==> config.mk <==
export PLATFORM = sky130hd
export DESIGN_NAME = screen_capture_writer
export DESIGN_NICKNAME = d
export VERILOG_FILES = /design/src/rtl/screen_capture_writer_pkg.sv /design/src/rtl/screen_capture_writer_capture_fifo.sv /design/src/rtl/screen_capture_writer.sv
export SDC_FILE = /design/constraint.sdc
export NUM_CORES = 1
export LEC_CHECK = 0
export CAP_MARGIN = 30
export CORE_UTILIZATION = 25
export CTS_BUF_LIST = sky130_fd_sc_hd__clkbuf_4
export DETAILED_ROUTE_END_ITERATION = 6
export GPL_ROUTABILITY_DRIVEN = 0
export PLACE_DENSITY_LB_ADDON = 0.1
export SLEW_MARGIN = 5
export SYNTH_ARGS = -nofsm -noshare
export SYNTH_HDL_FRONTEND = slang
export SYNTH_HIERARCHICAL = 1
export SYNTH_SLANG_ARGS = --single-unit
==> constraint.sdc <==
create_clock -name clock -period 4.55 [get_ports clock]
set_input_delay 0.91 -clock clock [delete_from_list [all_inputs] [get_ports clock]]
set_output_delay 0.91 -clock clock [all_outputs]
set_load 0.01 [all_outputs]
==> src/rtl/screen_capture_writer_pkg.sv <==
// -----------------------------------------------------------------------------
// screen_capture_writer_pkg
//
// Shared definitions for the screen capture writer and the full-screen drawer:
// screen geometry, capture FSM state encoding, and the layout of a memory word
// (colour in bits [16:8], all other bits zero).
//
// Contents:
//   SCREEN_W / SCREEN_H / SCREEN_PIXELS  screen geometry (160 x 120 = 19200)
//   PIXEL_CNT_W                          width of a 0..SCREEN_PIXELS counter
//   COLOUR_W / COLOUR_LSB / COLOUR_MSB   colour field inside a memory word
//   capture_state_t                      IDLE=0, CAPTURE=1, DRAIN=2, DONE=3
//   in_screen()                          on-screen test for a pixel coordinate
//   colour_word()                        pack a colour into a 32-bit memory word
// -----------------------------------------------------------------------------
package screen_capture_writer_pkg;

    localparam int SCREEN_W      = 160;
    localparam int SCREEN_H      = 120;
    localparam int SCREEN_PIXELS = SCREEN_W * SCREEN_H;
    localparam int PIXEL_CNT_W   = $clog2(SCREEN_PIXELS + 1);

    localparam int X_W           = 8;
    localparam int Y_W           = 7;
    localparam int COLOUR_W      = 9;
    localparam int DATA_W        = 32;
    localparam int COLOUR_LSB    = 8;
    localparam int COLOUR_MSB    = 16;

    typedef enum logic [1:0] {
        ST_IDLE    = 2'd0,
        ST_CAPTURE = 2'd1,
        ST_DRAIN   = 2'd2,
        ST_DONE    = 2'd3
    } capture_state_t;

    function automatic logic in_screen(input logic [X_W-1:0] x, input logic [Y_W-1:0] y);
        return (int'(x) < SCREEN_W) && (int'(y) < SCREEN_H);
    endfunction

    function automatic logic [DATA_W-1:0] colour_word(input logic [COLOUR_W-1:0] colour);
        logic [DATA_W-1:0] word;
        word = '0;
        word[COLOUR_MSB:COLOUR_LSB] = colour;
        return word;
    endfunction

endpackage

==> src/rtl/screen_capture_writer_capture_fifo.sv <==
// -----------------------------------------------------------------------------
// capture_fifo
//
// Small synchronous first-word-fall-through FIFO used as the write buffer of
// the screen capture writer. The head entry is visible on head_data whenever
// empty is low. A push while full is accepted only when a pop happens in the
// same cycle (the freed slot is the one being written).
//
// Parameters:
//   WIDTH  entry width in bits
//   DEPTH  number of entries, power of two, >= 2
//
// Ports:
//   clock      system clock, rising edge
//   reset      synchronous active-high reset, empties the FIFO
//   push       write push_data at the tail
//   push_data  entry to write
//   pop        remove the head entry
//   full       no free entry
//   empty      no valid entry
//   head_data  oldest entry (meaningless while empty)
// -----------------------------------------------------------------------------
module capture_fifo #(
    parameter int WIDTH = 24,
    parameter int DEPTH = 4
) (
    input  logic             clock,
    input  logic             reset,
    input  logic             push,
    input  logic [WIDTH-1:0] push_data,
    input  logic             pop,
    output logic             full,
    output logic             empty,
    output logic [WIDTH-1:0] head_data
);

    localparam int PTR_W = $clog2(DEPTH);

    // Pointers carry one extra wrap bit so full and empty can be told apart.
    logic [PTR_W:0]     wr_ptr_reg;
    logic [PTR_W:0]     rd_ptr_reg;
    logic [WIDTH-1:0]   mem [DEPTH];
    logic [DEPTH-1:0]   slot_we;
    logic               pop_ok;
    logic               push_ok;

    assign empty   = (wr_ptr_reg == rd_ptr_reg);
    assign full    = (wr_ptr_reg[PTR_W] != rd_ptr_reg[PTR_W]) &&
                     (wr_ptr_reg[PTR_W-1:0] == rd_ptr_reg[PTR_W-1:0]);
    assign pop_ok  = pop && !empty;
    assign push_ok = push && (!full || pop_ok);

    genvar gi;
    generate
        for (gi = 0; gi < DEPTH; gi++) begin : g_slot_we
            assign slot_we[gi] = push_ok && (wr_ptr_reg[PTR_W-1:0] == PTR_W'(gi));
        end
    endgenerate

    // Storage carries no reset: contents are only observed while non-empty.
    always_ff @(posedge clock) begin
        for (int i = 0; i < DEPTH; i++) begin
            if (slot_we[i]) begin
                mem[i] <= push_data;
            end
        end
    end

    always_ff @(posedge clock) begin
        if (reset) begin
            wr_ptr_reg <= '0;
            rd_ptr_reg <= '0;
        end else begin
            if (push_ok) begin
                wr_ptr_reg <= wr_ptr_reg + 1'b1;
            end
            if (pop_ok) begin
                rd_ptr_reg <= rd_ptr_reg + 1'b1;
            end
        end
    end

    assign head_data = mem[rd_ptr_reg[PTR_W-1:0]];

endmodule

==> src/rtl/screen_capture_writer.sv <==
// -----------------------------------------------------------------------------
// screen_capture_writer
//
// Snoops the pixel stream headed for the VGA adapter and writes every plotted,
// on-screen pixel into a 160x120 frame memory (address = y*160 + x, colour in
// word bits [16:8]). Pixels pass through a registered stage and a small FIFO
// that absorbs memory back-pressure; a pixel that finds the FIFO full is lost
// and raises the sticky overflow flag.
//
// Optional build macro: CAPTURE_DROP_COUNT_EN adds output dropCount[15:0], a
// saturating count of out-of-range plus overflow-dropped pixels.
//
// Parameters:
//   FIFO_DEPTH  write-buffer entries (power of two, >= 2)
//   ADDR_W      memory address width (2^ADDR_W >= 19200)
//
// Ports:
//   clock, reset        system clock / synchronous active-high reset
//   iX, iY, iColour     pixel coordinate and colour
//   iPlot               pixel valid
//   captureStart        start pulse, honoured in IDLE only
//   captureStop         stop request, honoured in CAPTURE only
//   memReady            memory accepts a write this cycle
//   oAddress, oData     write address and data (hold while oWren is low)
//   oWren               write strobe; a write completes on oWren & memReady
//   captureBusy         high in CAPTURE or DRAIN
//   captureDone         one-cycle pulse as the FSM returns to IDLE
//   overflow            sticky: an on-screen pixel was lost to a full FIFO
//   dropCount           (CAPTURE_DROP_COUNT_EN only) dropped-pixel counter
// -----------------------------------------------------------------------------
module screen_capture_writer
    import screen_capture_writer_pkg::*;
#(
    parameter int FIFO_DEPTH = 4,
    parameter int ADDR_W     = 15
) (
    input  logic                clock,
    input  logic                reset,
    input  logic [X_W-1:0]      iX,
    input  logic [Y_W-1:0]      iY,
    input  logic [COLOUR_W-1:0] iColour,
    input  logic                iPlot,
    input  logic                captureStart,
    input  logic                captureStop,
    input  logic                memReady,
    output logic [ADDR_W-1:0]   oAddress,
    output logic [DATA_W-1:0]   oData,
    output logic                oWren,
    output logic                captureBusy,
    output logic                captureDone,
    output logic                overflow
`ifdef CAPTURE_DROP_COUNT_EN
    ,
    output logic [15:0]         dropCount
`endif
);

    localparam int ENTRY_W = ADDR_W + COLOUR_W;

    capture_state_t        state_reg;
    capture_state_t        state_next;

    logic                  capture_sample;
    logic                  pixel_in_range;
    logic                  start_capture;
    logic [ADDR_W-1:0]     pixel_addr;

    logic                  stage_valid_reg;
    logic [ADDR_W-1:0]     stage_addr_reg;
    logic [COLOUR_W-1:0]   stage_colour_reg;

    logic                  fifo_push;
    logic                  fifo_pop;
    logic                  fifo_full;
    logic                  fifo_empty;
    logic                  stage_drop;
    logic [ENTRY_W-1:0]    fifo_head;
    logic [ADDR_W-1:0]     head_addr;
    logic [COLOUR_W-1:0]   head_colour;

    logic [ADDR_W-1:0]     hold_addr_reg;
    logic [COLOUR_W-1:0]   hold_colour_reg;

    logic [PIXEL_CNT_W-1:0] count_reg;
    logic                   count_full;
    logic                   overflow_reg;

    // ------------------------------------------------------------------
    // Stage 1: sample the snooped pixel while capturing
    // ------------------------------------------------------------------
    assign capture_sample = (state_reg == ST_CAPTURE) && iPlot;
    assign pixel_in_range = in_screen(iX, iY);
    assign start_capture  = (state_reg == ST_IDLE) && captureStart;
    // Computed at full address width so y*160 + x never truncates.
    assign pixel_addr     = ADDR_W'(iY) * ADDR_W'(SCREEN_W) + ADDR_W'(iX);

    always_ff @(posedge clock) begin
        if (reset) begin
            stage_valid_reg  <= 1'b0;
            stage_addr_reg   <= '0;
            stage_colour_reg <= '0;
        end else begin
            stage_valid_reg <= capture_sample && pixel_in_range;
            if (capture_sample) begin
                stage_addr_reg   <= pixel_addr;
                stage_colour_reg <= iColour;
            end
        end
    end

    // ------------------------------------------------------------------
    // Stage 2: write buffer
    // ------------------------------------------------------------------
    assign fifo_pop   = !fifo_empty && memReady;
    // A full FIFO still takes the entry when its head leaves this cycle.
    assign fifo_push  = stage_valid_reg && (!fifo_full || fifo_pop);
    assign stage_drop = stage_valid_reg && !fifo_push;

    capture_fifo #(
        .WIDTH (ENTRY_W),
        .DEPTH (FIFO_DEPTH)
    ) u_fifo (
        .clock     (clock),
        .reset     (reset),
        .push      (fifo_push),
        .push_data ({stage_addr_reg, stage_colour_reg}),
        .pop       (fifo_pop),
        .full      (fifo_full),
        .empty     (fifo_empty),
        .head_data (fifo_head)
    );

    assign head_addr   = fifo_head[ENTRY_W-1:COLOUR_W];
    assign head_colour = fifo_head[COLOUR_W-1:0];

    // The last completed write is remembered so the memory-side outputs stay
    // put while nothing is queued.
    always_ff @(posedge clock) begin
        if (reset) begin
            hold_addr_reg   <= '0;
            hold_colour_reg <= '0;
        end else if (fifo_pop) begin
            hold_addr_reg   <= head_addr;
            hold_colour_reg <= head_colour;
        end
    end

    assign oWren    = !fifo_empty;
    assign oAddress = fifo_empty ? hold_addr_reg : head_addr;
    assign oData    = colour_word(fifo_empty ? hold_colour_reg : head_colour);

    // ------------------------------------------------------------------
    // Completed-write counter (drives the automatic stop)
    // ------------------------------------------------------------------
    assign count_full = (count_reg == PIXEL_CNT_W'(SCREEN_PIXELS));

    always_ff @(posedge clock) begin
        if (reset) begin
            count_reg <= '0;
        end else if (start_capture) begin
            count_reg <= '0;
        end else if (fifo_pop && !count_full) begin
            count_reg <= count_reg + 1'b1;
        end
    end

    always_ff @(posedge clock) begin
        if (reset) begin
            overflow_reg <= 1'b0;
        end else if (start_capture) begin
            overflow_reg <= 1'b0;
        end else if (stage_drop) begin
            overflow_reg <= 1'b1;
        end
    end

    assign overflow = overflow_reg;

    // ------------------------------------------------------------------
    // Capture FSM
    // ------------------------------------------------------------------
    always_ff @(posedge clock) begin
        if (reset) begin
            state_reg <= ST_IDLE;
        end else begin
            state_reg <= state_next;
        end
    end

    always_comb begin
        state_next  = state_reg;
        captureBusy = 1'b0;
        captureDone = 1'b0;
        case (state_reg)
            ST_IDLE: begin
                if (captureStart) begin
                    state_next = ST_CAPTURE;
                end
            end
            ST_CAPTURE: begin
                captureBusy = 1'b1;
                // Stop request and a full frame collapse into one transition.
                if (captureStop || count_full) begin
                    state_next = ST_DRAIN;
                end
            end
            ST_DRAIN: begin
                captureBusy = 1'b1;
                if (!stage_valid_reg && fifo_empty) begin
                    state_next = ST_DONE;
                end
            end
            ST_DONE: begin
                captureDone = 1'b1;
                state_next  = ST_IDLE;
            end
            default: begin
                state_next = ST_IDLE;
            end
        endcase
    end

`ifdef CAPTURE_DROP_COUNT_EN
    // ------------------------------------------------------------------
    // Dropped-pixel counter: an off-screen sample and an overflow drop can
    // land in the same cycle, so the increment is up to two.
    // ------------------------------------------------------------------
    logic [15:0] drop_count_reg;
    logic [1:0]  drop_inc;

    assign drop_inc = {1'b0, capture_sample && !pixel_in_range} + {1'b0, stage_drop};

    always_ff @(posedge clock) begin
        if (reset) begin
            drop_count_reg <= '0;
        end else if (start_capture) begin
            drop_count_reg <= '0;
        end else if ({1'b0, drop_count_reg} + {15'd0, drop_inc} > 17'h0FFFF) begin
            drop_count_reg <= 16'hFFFF;
        end else begin
            drop_count_reg <= drop_count_reg + {14'd0, drop_inc};
        end
    end

    assign dropCount = drop_count_reg;
`endif

endmodule
==> results.py <==
metrics = {
    "floorplanning": {
        "die_h_um": 175.8,
        "dieArea_um2": 30900,
        "io_pins": 81,
        "die_w_um": 175.8,
        "start_util_pct": 25.48,
        "core_um2": 29640,
        "rows": 63,
    },
    "route": {
        "wl_mm": 16.96,
        "wl_per_cell_um": 15.86,
        "drc": 0,
        "dr.pass1.iters": 5,
        "drt-initial-drc-count": 238,
        "ant_nets": 0,
        "vias": 4571,
        "viasPerCell": 4.276,
    },
    "layout": {
        "largest_reg_flops": 96,
        "layout.nets": 722,
        "top_register": "u_fifo/mem",
        "multi_input_area_um2": 2900,
        "syn_to_final_growth_pct": 17.18,
        "fillerInstances": 3057,
        "regArea_um2": 4384,
        "drive_gt1_share_pct": 16.52,
    },
    "global_routing": {
        "grt_util_met3_pct": 2.597,
        "grt_max_degree": 33,
        "antenna_found_initial": 1,
        "grt.total_usage_pct": 11.53,
        "first_global_vias": 4719,
        "met1_usage_pct": 14.78,
        "grt_first_pass_wirelength_mm": 26.74,
        "grt.busiest_layer": "met2",
        "grtUsageMet2_pct": 19.52,
        "overflow": 0,
    },
    "sta": {
        "fin_worst_skew_ns": 0.02609,
        "whs_ns": 0.4612,
        "fin_ws_ns": 0.5604,
        "slew_violations": 0,
        "relSlewSlack_pct": 41.48,
        "hold_viol": 0,
        "setup_viol": 0,
        "setup-tns-final_ns": 0,
        "tightest_slew_ns": 0.8778,
        "rsz0062_at_grt": "false",
        "period_needed_ns": 3.990,
        "fin_crit_sh_pct": 87.68,
        "fmax_mhz": 250.7,
    },
    "critical_path": {
        "critical-path-max-stage-delay_ns": 0.49,
        "path_cells": "xnor2_2 > nand2_1 > nor2_2 > buf_12 > mux2_2 > clkdlybuf4s50_1",
        "critPathLaunchType": "flop",
        "worst-path-max-fanout": 19,
        "cp.arrival_ns": 3.08,
        "crit_slowest_cell": "clkdlybuf4s50_1",
        "critPathCaptureType": "output port",
        "r2r_slack_ns": 1.18,
        "crit_type": "reg -> out",
        "crit_required_ns": 3.64,
    },
    "yosys": {
        "ys_seq_area_share_pct": 58.06,
        "ys_ff_latch": 171,
        "syn-mean-instance-area_um2": 12.50,
        "synth.top_cells.by_count": "edfxtp_1, nand2_1, dfxtp_1",
        "yosysWarnings": 6,
        "synth_area_leaders": "edfxtp_1, dfxtp_1, mux4_2",
        "syn_inst": 604,
        "muxShareOfSynthArea_pct": 11.91,
        "ys.flop_type": "edfxtp_1",
        "synth_fa_ha_area_share_pct": 4.673,
        "synth_xor_area_share_pct": 2.734,
        "synth_top_area_cell": "edfxtp_1",
        "synthArstFlopShare_pct": 0,
        "synth_edf_count": 96,
        "synth_compound_area_share_pct": 6.959,
        "yosys.area_share.simple_pct": 10.95,
        "synth_cell_types": 58,
        "yosysTopAreaCellShare_pct": 38.18,
        "synth_area_um2": 7551,
        "synth_top_family_by_area": "multiplexers",
        "yosysMostFrequentCell": "edfxtp_1",
    },
    "job": {
        "cap_violations": 0,
    },
    "clock_tree": {
        "cts_made_buffers": 17,
        "cts_tree": "done",
        "worst_skew_pair.late_latency_ns": 0.56,
        "cts_sinks": 171,
        "cts_buffer_depth": 2,
        "cts_setup_buffers": 0,
        "cts_htree_levels": 4,
        "clock-root-buffer": "clkbuf_4",
        "cts_hold_buf": 0,
        "clk_pin_slew_ns": 0.16,
        "cts_resized": 0,
    },
    "pwr": {
        "vdd_ir_drop_max_mv": 0.1288,
        "powerDensity_nw_per_um2": 387.8,
        "power.leakage_nw": 2.969,
    },
    "placement": {
        "detailed_place_hpwl_mm": 11.31,
        "pre_cts_slack_ns": 0.9108,
        "port_buffers": 57,
    },
    "status": {
        "outcome": "completed",
    },
    "worst_hold_path": {
        "hold_path_class": "reg -> reg",
    },
}
[cells by family after synthesis]
logic type / count (synthesis)
AOI/OAI and AO/OA: 82
xor gates and xnor gates: 21
adders and majority gates: 27
buffers and inverters: 67
DFF: 171
muxes: 56
other: 1
and+or+nand+nor: 179
[power by group]
part,internal [W],switching [W],total [W]
logic,0.000325,0.000376,0.000701
clock network,0.000268,0.000643,0.000912
registers,0.00175,0.0000727,0.00182
total,0.00234,0.00109,0.00343
[critical path: cells and delay by family (launching register included)]
kind | cells | cell delay (ns)
XOR/XNOR | 1 | 0.38
AND/OR/NAND/NOR | 2 | 0.61
buffers and inverters | 2 | 0.75
flip-flops | 1 | 0.41
multiplexers | 1 | 0.39
[final cells by class]
class	count	share of cell area, %
Clock inverter	15	2.107
Inverter	17	0.7212
Timing Repair Buffer	70	7.862
Sequential cell	171	49.55
Antenna cell	1	0.02828
Multi-Input combinational cell	388	32.78
Clock buffer	17	1.442
Tap cell	390	5.515
[routing by layer]
metal	part of all wire, %	vias up
li1	-	2258
met1	47	2244
met2	49	64
met3	2.9	5
met4	0.60	0
met5	0	-
[metrics by stage]
stage | instance area (um^2) | instances | power (W) | util [%]
2_1_floorplan | 7634 | 626 | 0.002265 | -
4_1_cts | 8818 | 1067 | 0.003492 | 29.75
3_5_place_dp | 8504 | 1035 | 0.002565 | 28.69
5_1_grt | 8848 | 1069 | 0.003642 | 29.85
3_3_place_gp | 8504 | 1035 | 0.002557 | 28.69
6_report | 8848 | 1069 | 0.003432 | 29.85
[layout by cell type, fill, tap and decap left out, types with 5 or more instances in the layout]
master / synthesis / routed
xor2_1: 8 / 8
clkbuf_4: 0 / 17
mux2_2: 24 / 24
inv_1: 15 / 15
edfxtp_1: 96 / 96
xnor2_1: 10 / 10
mux4_2: 24 / 24
nand2_1: 91 / 91
conb_1: 1 / 23
buf_4: 25 / 11
dfxtp_1: 75 / 75
a21oi_1: 46 / 46
nand2b_1: 6 / 6
nor2_1: 33 / 32
clkinv_8: 0 / 5
and2_1: 5 / 5
o21ai_0: 8 / 8
nor3_1: 6 / 6
nand4_1: 6 / 6
clkdlybuf4s50_1: 0 / 56
ha_1: 25 / 25
nor2b_1: 9 / 9
nand3_1: 6 / 6
a211oi_1: 6 / 6
[worst paths after layout]
kind	start	depth (start not counted)	to
worst min register to register	hold_addr_reg[1]$_SDFFE_PP0P_	2	hold_addr_reg[1]$_SDFFE_PP0P_
worst max register to register	u_fifo/wr_ptr_reg[1]$_SDFFE_PP0P_	11	u_fifo/mem[2][20]$_DFFE_PP_
worst min-delay path	hold_addr_reg[1]$_SDFFE_PP0P_	2	hold_addr_reg[1]$_SDFFE_PP0P_
worst max-delay path	u_fifo/wr_ptr_reg[1]$_SDFFE_PP0P_	6	oAddress[12]
Power figures use the tool's default switching activity.
